## src/rtl/load_store_unit_if.sv

```systemverilog
// Bundle of the load/store unit's three handshakes: the execute-stage request,
// the word-aligned memory bus and the register-file writeback.
// The master modport is the load/store unit itself, which masters the memory
// bus and produces the writeback. The slave modport is everything around it:
// the execute stage, the memory and the register file.
interface load_store_unit_if #(
   parameter int ADDR_W = 32
);
   // execute-stage request
   logic              req_valid;
   logic              req_ready;
   logic              req_we;
   logic [1:0]        req_size;
   logic              req_unsigned;
   logic [ADDR_W-1:0] req_addr;
   logic [31:0]       req_wdata;
   logic [4:0]        req_rd;

   // word-aligned memory bus
   logic              mem_valid;
   logic              mem_ready;
   logic              mem_we;
   logic [ADDR_W-1:0] mem_addr;
   logic [31:0]       mem_wdata;
   logic [3:0]        mem_be;
   logic              mem_rvalid;
   logic [31:0]       mem_rdata;

   // register-file writeback
   logic              wb_valid;
   logic [4:0]        wb_rd;
   logic [31:0]       wb_data;
   logic [2:0]        wb_sel;

   modport master (
      input  req_valid, req_we, req_size, req_unsigned, req_addr, req_wdata, req_rd,
      output req_ready,
      output mem_valid, mem_we, mem_addr, mem_wdata, mem_be,
      input  mem_ready, mem_rvalid, mem_rdata,
      output wb_valid, wb_rd, wb_data, wb_sel
   );

   modport slave (
      output req_valid, req_we, req_size, req_unsigned, req_addr, req_wdata, req_rd,
      input  req_ready,
      input  mem_valid, mem_we, mem_addr, mem_wdata, mem_be,
      output mem_ready, mem_rvalid, mem_rdata,
      input  wb_valid, wb_rd, wb_data, wb_sel
   );
endinterface

```

## src/rtl/load_store_unit.sv

```systemverilog
// Load/store unit: takes one request at a time, drives a word-aligned
// valid/ready memory bus with byte enables, splits accesses that cross a
// word boundary into two beats, and returns raw right-justified load bytes
// plus a select code that tells the register file how to extend them.
module load_store_unit #(
   parameter int ADDR_W = 32
) (
   input  logic               clk,
   input  logic               rst,
   load_store_unit_if.master  bus
);

   typedef enum logic [2:0] {
      IDLE  = 3'd0,
      REQ0  = 3'd1,
      WAIT0 = 3'd2,
      REQ1  = 3'd3,
      WAIT1 = 3'd4,
      WB    = 3'd5
   } state_t;

   // Byte-lane mask across the two-word window {beat1, beat0}.
   function automatic logic [7:0] lane_mask(input logic [1:0] size, input logic [1:0] off);
      logic [7:0] base;
      case (size)
         2'd0:    base = 8'h01;
         2'd1:    base = 8'h03;
         default: base = 8'h0F;
      endcase
      lane_mask = base << off;
   endfunction

   // Store data moved onto its byte lanes across the two-word window.
   function automatic logic [63:0] store_lanes(input logic [31:0] wdata, input logic [1:0] off);
      store_lanes = {32'h0, wdata} << {off, 3'b000};
   endfunction

   // Right-justify the addressed bytes of the two read beats; upper bits zero.
   function automatic logic [31:0] load_merge(input logic [31:0] hi, input logic [31:0] lo,
                                              input logic [1:0] size, input logic [1:0] off);
      logic [31:0] win;
      win = 32'({hi, lo} >> {off, 3'b000});
      case (size)
         2'd0:    load_merge = {24'h0, win[7:0]};
         2'd1:    load_merge = {16'h0, win[15:0]};
         default: load_merge = win;
      endcase
   endfunction

   // Writeback select: 1=LW, 2=LB, 3=LH, 4=LBU, 5=LHU (reserved size acts as word).
   function automatic logic [2:0] wb_code(input logic [1:0] size, input logic uns);
      case (size)
         2'd0:    wb_code = uns ? 3'd4 : 3'd2;
         2'd1:    wb_code = uns ? 3'd5 : 3'd3;
         default: wb_code = 3'd1;
      endcase
   endfunction

   state_t state;
   state_t state_nxt;

   // captured request
   logic              we_p0;
   logic [1:0]        size_p0;
   logic              uns_p0;
   logic [ADDR_W-1:0] addr_p0;
   logic [31:0]       wdata_p0;
   logic [4:0]        rd_p0;

   // returned read beats
   logic [31:0]       rdata0_p1;
   logic [31:0]       rdata1_p1;

   logic [1:0]        off_p0;
   logic [7:0]        mask_p0;
   logic [63:0]       lanes_p0;
   logic              split_p0;
   logic [ADDR_W-1:0] beat0_addr;
   logic [ADDR_W-1:0] beat1_addr;

   // A second beat is needed exactly when the lane mask spills past byte 3.
   assign off_p0     = addr_p0[1:0];
   assign mask_p0    = lane_mask(size_p0, off_p0);
   assign lanes_p0   = store_lanes(wdata_p0, off_p0);
   assign split_p0   = |mask_p0[7:4];
   assign beat0_addr = {addr_p0[ADDR_W-1:2], 2'b00};
   assign beat1_addr = beat0_addr + ADDR_W'(4);

   // State register; reset abandons any bus transaction in flight.
   always_ff @(posedge clk or negedge rst) begin
      if (!rst) begin
         state <= IDLE;
      end else begin
         state <= state_nxt;
      end
   end

   // --- stage p0: request capture ---
   // Hold the accepted request for the whole transaction.
   always_ff @(posedge clk) begin
      if (state == IDLE && bus.req_valid) begin
         we_p0    <= bus.req_we;
         size_p0  <= bus.req_size;
         uns_p0   <= bus.req_unsigned;
         addr_p0  <= bus.req_addr;
         wdata_p0 <= bus.req_wdata;
         rd_p0    <= bus.req_rd;
      end
   end

   // --- stage p1: read beats ---
   // Keep each returned word; lanes outside the access are dropped at merge.
   always_ff @(posedge clk) begin
      if (state == WAIT0 && bus.mem_rvalid) begin
         rdata0_p1 <= bus.mem_rdata;
      end
      if (state == WAIT1 && bus.mem_rvalid) begin
         rdata1_p1 <= bus.mem_rdata;
      end
   end

   // Next-state and outputs; every output is decoded from state so that
   // reset returns all of them to zero (req_ready to one) at once, and bus
   // fields stay stable while a beat waits for mem_ready.
   always_comb begin
      state_nxt     = state;
      bus.req_ready = 1'b0;
      bus.mem_valid = 1'b0;
      bus.mem_we    = 1'b0;
      bus.mem_addr  = '0;
      bus.mem_wdata = '0;
      bus.mem_be    = '0;
      bus.wb_valid  = 1'b0;
      bus.wb_rd     = '0;
      bus.wb_data   = '0;
      bus.wb_sel    = '0;
      case (state)
         IDLE: begin
            bus.req_ready = 1'b1;
            if (bus.req_valid) begin
               state_nxt = REQ0;
            end
         end
         REQ0: begin
            bus.mem_valid = 1'b1;
            bus.mem_we    = we_p0;
            bus.mem_addr  = beat0_addr;
            bus.mem_wdata = we_p0 ? lanes_p0[31:0] : 32'h0;
            bus.mem_be    = mask_p0[3:0];
            if (bus.mem_ready) begin
               if (!we_p0) begin
                  state_nxt = WAIT0;
               end else if (split_p0) begin
                  state_nxt = REQ1;
               end else begin
                  state_nxt = IDLE;
               end
            end
         end
         WAIT0: begin
            if (bus.mem_rvalid) begin
               state_nxt = split_p0 ? REQ1 : WB;
            end
         end
         REQ1: begin
            bus.mem_valid = 1'b1;
            bus.mem_we    = we_p0;
            bus.mem_addr  = beat1_addr;
            bus.mem_wdata = we_p0 ? lanes_p0[63:32] : 32'h0;
            bus.mem_be    = mask_p0[7:4];
            if (bus.mem_ready) begin
               state_nxt = we_p0 ? IDLE : WAIT1;
            end
         end
         WAIT1: begin
            if (bus.mem_rvalid) begin
               state_nxt = WB;
            end
         end
         WB: begin
            bus.wb_valid = 1'b1;
            bus.wb_rd    = rd_p0;
            bus.wb_data  = load_merge(rdata1_p1, rdata0_p1, size_p0, off_p0);
            bus.wb_sel   = wb_code(size_p0, uns_p0);
            state_nxt    = IDLE;
         end
         default: begin
            state_nxt = IDLE;
         end
      endcase
   end

endmodule

```

## src/flat_wrapper.sv

```systemverilog
// flat-port wrapper written by rule: the top's interface ports become plain ports
module load_store_unit_flat 
#(
   parameter int ADDR_W = 32
)
  (clk, rst, bus_req_valid, bus_req_we, bus_req_size, bus_req_unsigned, bus_req_addr, bus_req_wdata, bus_req_rd, bus_req_ready, bus_mem_valid, bus_mem_we, bus_mem_addr, bus_mem_wdata, bus_mem_be, bus_mem_ready, bus_mem_rvalid, bus_mem_rdata, bus_wb_valid, bus_wb_rd, bus_wb_data, bus_wb_sel);
  load_store_unit_if #(.ADDR_W(ADDR_W)) bus_i ();
  input  logic clk;
  input  logic rst;
  input wire logic [$bits(bus_i.req_valid)-1:0] bus_req_valid;
  input wire logic [$bits(bus_i.req_we)-1:0] bus_req_we;
  input wire logic [$bits(bus_i.req_size)-1:0] bus_req_size;
  input wire logic [$bits(bus_i.req_unsigned)-1:0] bus_req_unsigned;
  input wire logic [$bits(bus_i.req_addr)-1:0] bus_req_addr;
  input wire logic [$bits(bus_i.req_wdata)-1:0] bus_req_wdata;
  input wire logic [$bits(bus_i.req_rd)-1:0] bus_req_rd;
  output wire logic [$bits(bus_i.req_ready)-1:0] bus_req_ready;
  output wire logic [$bits(bus_i.mem_valid)-1:0] bus_mem_valid;
  output wire logic [$bits(bus_i.mem_we)-1:0] bus_mem_we;
  output wire logic [$bits(bus_i.mem_addr)-1:0] bus_mem_addr;
  output wire logic [$bits(bus_i.mem_wdata)-1:0] bus_mem_wdata;
  output wire logic [$bits(bus_i.mem_be)-1:0] bus_mem_be;
  input wire logic [$bits(bus_i.mem_ready)-1:0] bus_mem_ready;
  input wire logic [$bits(bus_i.mem_rvalid)-1:0] bus_mem_rvalid;
  input wire logic [$bits(bus_i.mem_rdata)-1:0] bus_mem_rdata;
  output wire logic [$bits(bus_i.wb_valid)-1:0] bus_wb_valid;
  output wire logic [$bits(bus_i.wb_rd)-1:0] bus_wb_rd;
  output wire logic [$bits(bus_i.wb_data)-1:0] bus_wb_data;
  output wire logic [$bits(bus_i.wb_sel)-1:0] bus_wb_sel;
  assign bus_i.req_valid = bus_req_valid;
  assign bus_i.req_we = bus_req_we;
  assign bus_i.req_size = bus_req_size;
  assign bus_i.req_unsigned = bus_req_unsigned;
  assign bus_i.req_addr = bus_req_addr;
  assign bus_i.req_wdata = bus_req_wdata;
  assign bus_i.req_rd = bus_req_rd;
  assign bus_req_ready = bus_i.req_ready;
  assign bus_mem_valid = bus_i.mem_valid;
  assign bus_mem_we = bus_i.mem_we;
  assign bus_mem_addr = bus_i.mem_addr;
  assign bus_mem_wdata = bus_i.mem_wdata;
  assign bus_mem_be = bus_i.mem_be;
  assign bus_i.mem_ready = bus_mem_ready;
  assign bus_i.mem_rvalid = bus_mem_rvalid;
  assign bus_i.mem_rdata = bus_mem_rdata;
  assign bus_wb_valid = bus_i.wb_valid;
  assign bus_wb_rd = bus_i.wb_rd;
  assign bus_wb_data = bus_i.wb_data;
  assign bus_wb_sel = bus_i.wb_sel;
  load_store_unit #(.ADDR_W(ADDR_W)) u_core (.clk(clk), .rst(rst), .bus(bus_i));
endmodule
```

## config.mk

```make
export PLATFORM = sky130hd
export DESIGN_NAME = load_store_unit_flat
export DESIGN_NICKNAME = d
export VERILOG_FILES = /design/src/rtl/load_store_unit_if.sv /design/src/rtl/load_store_unit.sv /design/src/flat_wrapper.sv
export SDC_FILE = /design/constraint.sdc
export NUM_CORES = 1
export LEC_CHECK = 0
export CAP_MARGIN = 20
export CORE_AREA = 4 4 157 159
export CTS_BUF_LIST = sky130_fd_sc_hd__clkbuf_8
export DETAILED_ROUTE_END_ITERATION = 12
export DIE_AREA = 0 0 161 163
export GPL_TIMING_DRIVEN = 0
export PLACE_DENSITY = 0.64
export SLEW_MARGIN = 20
export SYNTH_ARGS = -nofsm -noshare
export SYNTH_HDL_FRONTEND = slang
export SYNTH_SLANG_ARGS = --single-unit
```

## constraint.sdc

```tcl
create_clock -name clk -period 4.7 [get_ports clk]
set_clock_uncertainty 0.1 [all_clocks]
set_input_delay 0.94 -clock clk [delete_from_list [all_inputs] [get_ports clk]]
set_output_delay 0.94 -clock clk [all_outputs]
set_load 0.02 [all_outputs]
```

==> flow_summary.json <==
{
  "row_count": 56,
  "cts_hold_buffers": 0,
  "max_stage_delay_ns": 0.66,
  "antenna_found_initial": 1,
  "status": "completed",
  "firstDrtPassIters": 5,
  "power.static_leakage_uw": 0.00334,
  "die_h_um": 163,
  "tightest_hold_margin_ns": 0.556,
  "drt_iter0_drc": 387,
  "worst_hold_path_type": "in -> async",
  "synth.yosys.warnings": 0,
  "timing.final.ws_setup_ns": 0.156,
  "setup.worst_path.class": "reg -> out",
  "area_growth_pct": 43.8,
  "pin_count": 222,
  "drc_errors": 0,
  "cp_cell_sequence": "clkbuf_1 -> buf_2 -> buf_1 -> a21oi_1 -> nor2_1 -> clkdlybuf4s50_1",
  "timing.critical_path.required_ns": 3.66,
  "mappedNetlistArea_um2": 7070,
  "ys_async_sr_fraction_pct": 2.27,
  "place_area_um2": 9750,
  "placed_cells": 1105,
  "design_area_um2": 10200,
  "start_util_pct": 30.4,
  "routed_wire_length_per_instance_um": 20.8,
  "routed_via_density": 5.12,
  "crit_path_top_delay_cell": "sky130_fd_sc_hd__clkdlybuf4s50_1",
  "fin_cells": 1137,
  "critical_path_start_type": "register",
  "globalplace.congestion": 0.831,
  "maxClockFrequency_mhz": 220,
  "dieArea_um2": 26200,
  "worst_slew_pin_slew_ns": 0.929,
  "wire_length_of_the_first_global_routing_pass_mm": 35.2,
  "grt-ovfl-total": 0,
  "grt_pass1_vias": 5909,
  "io_buffers": 219,
  "finalCritPeriodShare_pct": 96.7,
  "cts_root_buffer": "sky130_fd_sc_hd__clkbuf_8",
  "netlist_top_cells_area": "sky130_fd_sc_hd__edfxtp_1 (55%), sky130_fd_sc_hd__mux4_2 (10%), sky130_fd_sc_hd__a21oi_1 (3.6%)",
  "synthesis.instances": 560,
  "dp_worst_setup_slack_ns": 0.612,
  "ys_seq_area_share_pct": 55.8,
  "groute.layer.met1.usage_pct": 22.4,
  "final_antenna_net_count": 0,
  "met2_usage_pct": 30.1,
  "worst_setup_hold_path_clk_slew_ns": 0.10,
  "timing.final.setup_violations": 0,
  "post_synthesis_register_bit_count": 132,
  "h-tree-depth": 4,
  "end_kind": "output port",
  "grt_most_used_layer": "met2",
  "clock_insertion_delay_worst_skew_ns": 0.45,
  "layout_min_cycle_time_ns": 4.54,
  "critical_path_arrival_ns": 3.50,
  "synthDominantCellAreaShare_pct": 54.8,
  "tritoncts": "yes",
  "synth_edf_count": 129,
  "horiz_die_dim_um": 161,
  "yosysUniqueCellTypes": 46,
  "clock_tree.buffer_depth": 2,
  "max_slew_margin_pct": 37.7,
  "drv_slew": 0,
  "cellPowerDensity_nw_per_um2": 459,
  "synth_top_area_cell": "sky130_fd_sc_hd__edfxtp_1",
  "critical_path.max_fanout": 10,
  "ir_drop_mv": 0.182,
  "final_util_pct": 43.7,
  "synthMostInstantiatedCell": "sky130_fd_sc_hd__edfxtp_1",
  "maxcap_violations": 0,
  "grt_start_max_net_pins": 49,
  "num-nets-final": 915,
  "core_area_um2": 23300,
  "postSynthAreaPerCell_um2": 12.6,
  "global_route.usage.total_pct": 17.7,
  "num_vias": 5817,
  "cts.repair_timing.setup_buffer_count": 0,
  "synth_commonest_cells": "sky130_fd_sc_hd__edfxtp_1 (129), sky130_fd_sc_hd__a21oi_1 (51), sky130_fd_sc_hd__nor2_1 (36), sky130_fd_sc_hd__mux4_2 (32), sky130_fd_sc_hd__nand3_1 (25)",
  "cts_num_sinks": 132,
  "route.final.wire_length_mm": 23.6,
  "synth_ff_type": "sky130_fd_sc_hd__edfxtp_1",
  "rsz0062_at_grt": "no",
  "post_cts.resized_instances": 0,
  "cts_buffers": 17,
  "drive_gt1_share_pct": 16.5,
  "final_hold_viol_count": 0,
  "grt.met3_usage_pct": 4.28,
  "hpwl_mm": 17.6
}
==> layer usage <==
layer / vias to the layer above / routed length, µm
li1: 2665 / -
met1: 2876 / 9980
met2: 249 / 11800
met3: 27 / 1470
met4: 0 / 401
met5: - / 0
==> worst max-delay path: cells and delay by family (launching register included) <==
family / cells / cell delay, ns
compound gates: 1 / 0.14
flops: 1 / 0.48
buf+inv: 4 / 2.18
simple gates: 1 / 0.24
==> path summary, 6_finish.rpt <==
| path | startpoint | endpoint | slack (ns) | depth (start not counted) |
|---|---|---|---|---|
| worst max-delay path | u_core.state[1]$_DFFE_PN0P_ | bus_mem_be[0] | 0.16 | 6 |
| worst min-delay path | rst | u_core.state[1]$_DFFE_PN0P_ | 0.56 | 1 |
| worst max register to register | u_core.state[1]$_DFFE_PN0P_ | u_core.rdata1_p1[9]$_DFFE_PP_ | 1.36 | 8 |
| worst min register to register | u_core.state[2]$_DFFE_PN0P_ | u_core.state[2]$_DFFE_PN0P_ | 0.56 | 1 |
| max in group asynchronous | rst | u_core.state[0]$_DFFE_PN0P_ | 3.79 | 1 |
| min in group clk | u_core.state[2]$_DFFE_PN0P_ | u_core.state[2]$_DFFE_PN0P_ | 0.56 | 1 |
==> layout make-up <==
cell class / instances / area (µm²)
diodes: 1 / 2.50
flip-flops and latches: 132 / 3950
clock buffers: 17 / 234
well taps: 319 / 399
fillers: 2221 / 13100
repair buffers: 225 / 2270
plain buffers: 44 / 194
inverters: 12 / 45.0
multi-input cells: 372 / 2900
clock inverters: 15 / 178
==> layout by cell type (no fill, tap or decap), types with 11 or more instances in the layout <==
cell type | synthesis | routed
sky130_fd_sc_hd__clkbuf_8 | 0 | 17
sky130_fd_sc_hd__nand2_1 | 22 | 22
sky130_fd_sc_hd__o31ai_1 | 12 | 12
sky130_fd_sc_hd__nor3_1 | 12 | 11
sky130_fd_sc_hd__nor2_1 | 36 | 36
sky130_fd_sc_hd__or3b_2 | 16 | 16
sky130_fd_sc_hd__nand3_1 | 25 | 25
sky130_fd_sc_hd__buf_2 | 17 | 18
sky130_fd_sc_hd__clkdlybuf4s50_1 | 0 | 219
sky130_fd_sc_hd__edfxtp_1 | 129 | 129
sky130_fd_sc_hd__mux2i_1 | 12 | 12
sky130_fd_sc_hd__and2_1 | 15 | 14
sky130_fd_sc_hd__inv_1 | 12 | 12
sky130_fd_sc_hd__and3_1 | 19 | 18
sky130_fd_sc_hd__a21oi_1 | 51 | 51
sky130_fd_sc_hd__or4_1 | 14 | 14
sky130_fd_sc_hd__mux4_2 | 32 | 32
sky130_fd_sc_hd__clkbuf_1 | 17 | 16
sky130_fd_sc_hd__mux2_2 | 20 | 20
==> through the flow <==
stage	power, µW	TNS (ns)
after detailed placement	3730	0
after CTS	4730	0
final	4670	0
after global placement	3700	-30.63
after floorplan	2780	0
after global routing	4920	0
==> registers in the layout, summed over array words and instances, names as in the netlist <==
signal            count
u_core.rd_p0          5
u_core.we_p0          1
u_core.addr_p0       32
u_core.uns_p0         1
u_core.state          3
u_core.rdata1_p1     24
u_core.rdata0_p1     32
u_core.size_p0        2
u_core.wdata_p0      32
==> cells by family after synthesis <==
family                   after synthesis  share of synthesized area (%)
flip-flops                           132                           55.8
AND/OR/NAND/NOR                      202                           16.3
buffers and inverters                 57                           3.43
multiplexers                          64                           15.1
XOR/XNOR                              10                           1.24
other                                  1                         0.0530
AO/OA/AOI/OAI                         93                           7.89
adder cells (fa/ha/maj)                1                          0.177
==> where the power goes <==
| part | internal [µW] | switching [µW] | leakage, µW |
|---|---|---|---|
| logic | 853 | 1180 | 0.00191 |
| clock network | 411 | 575 | 0.000206 |
| registers | 1520 | 125 | 0.00122 |
Power figures use the tool's default switching activity.
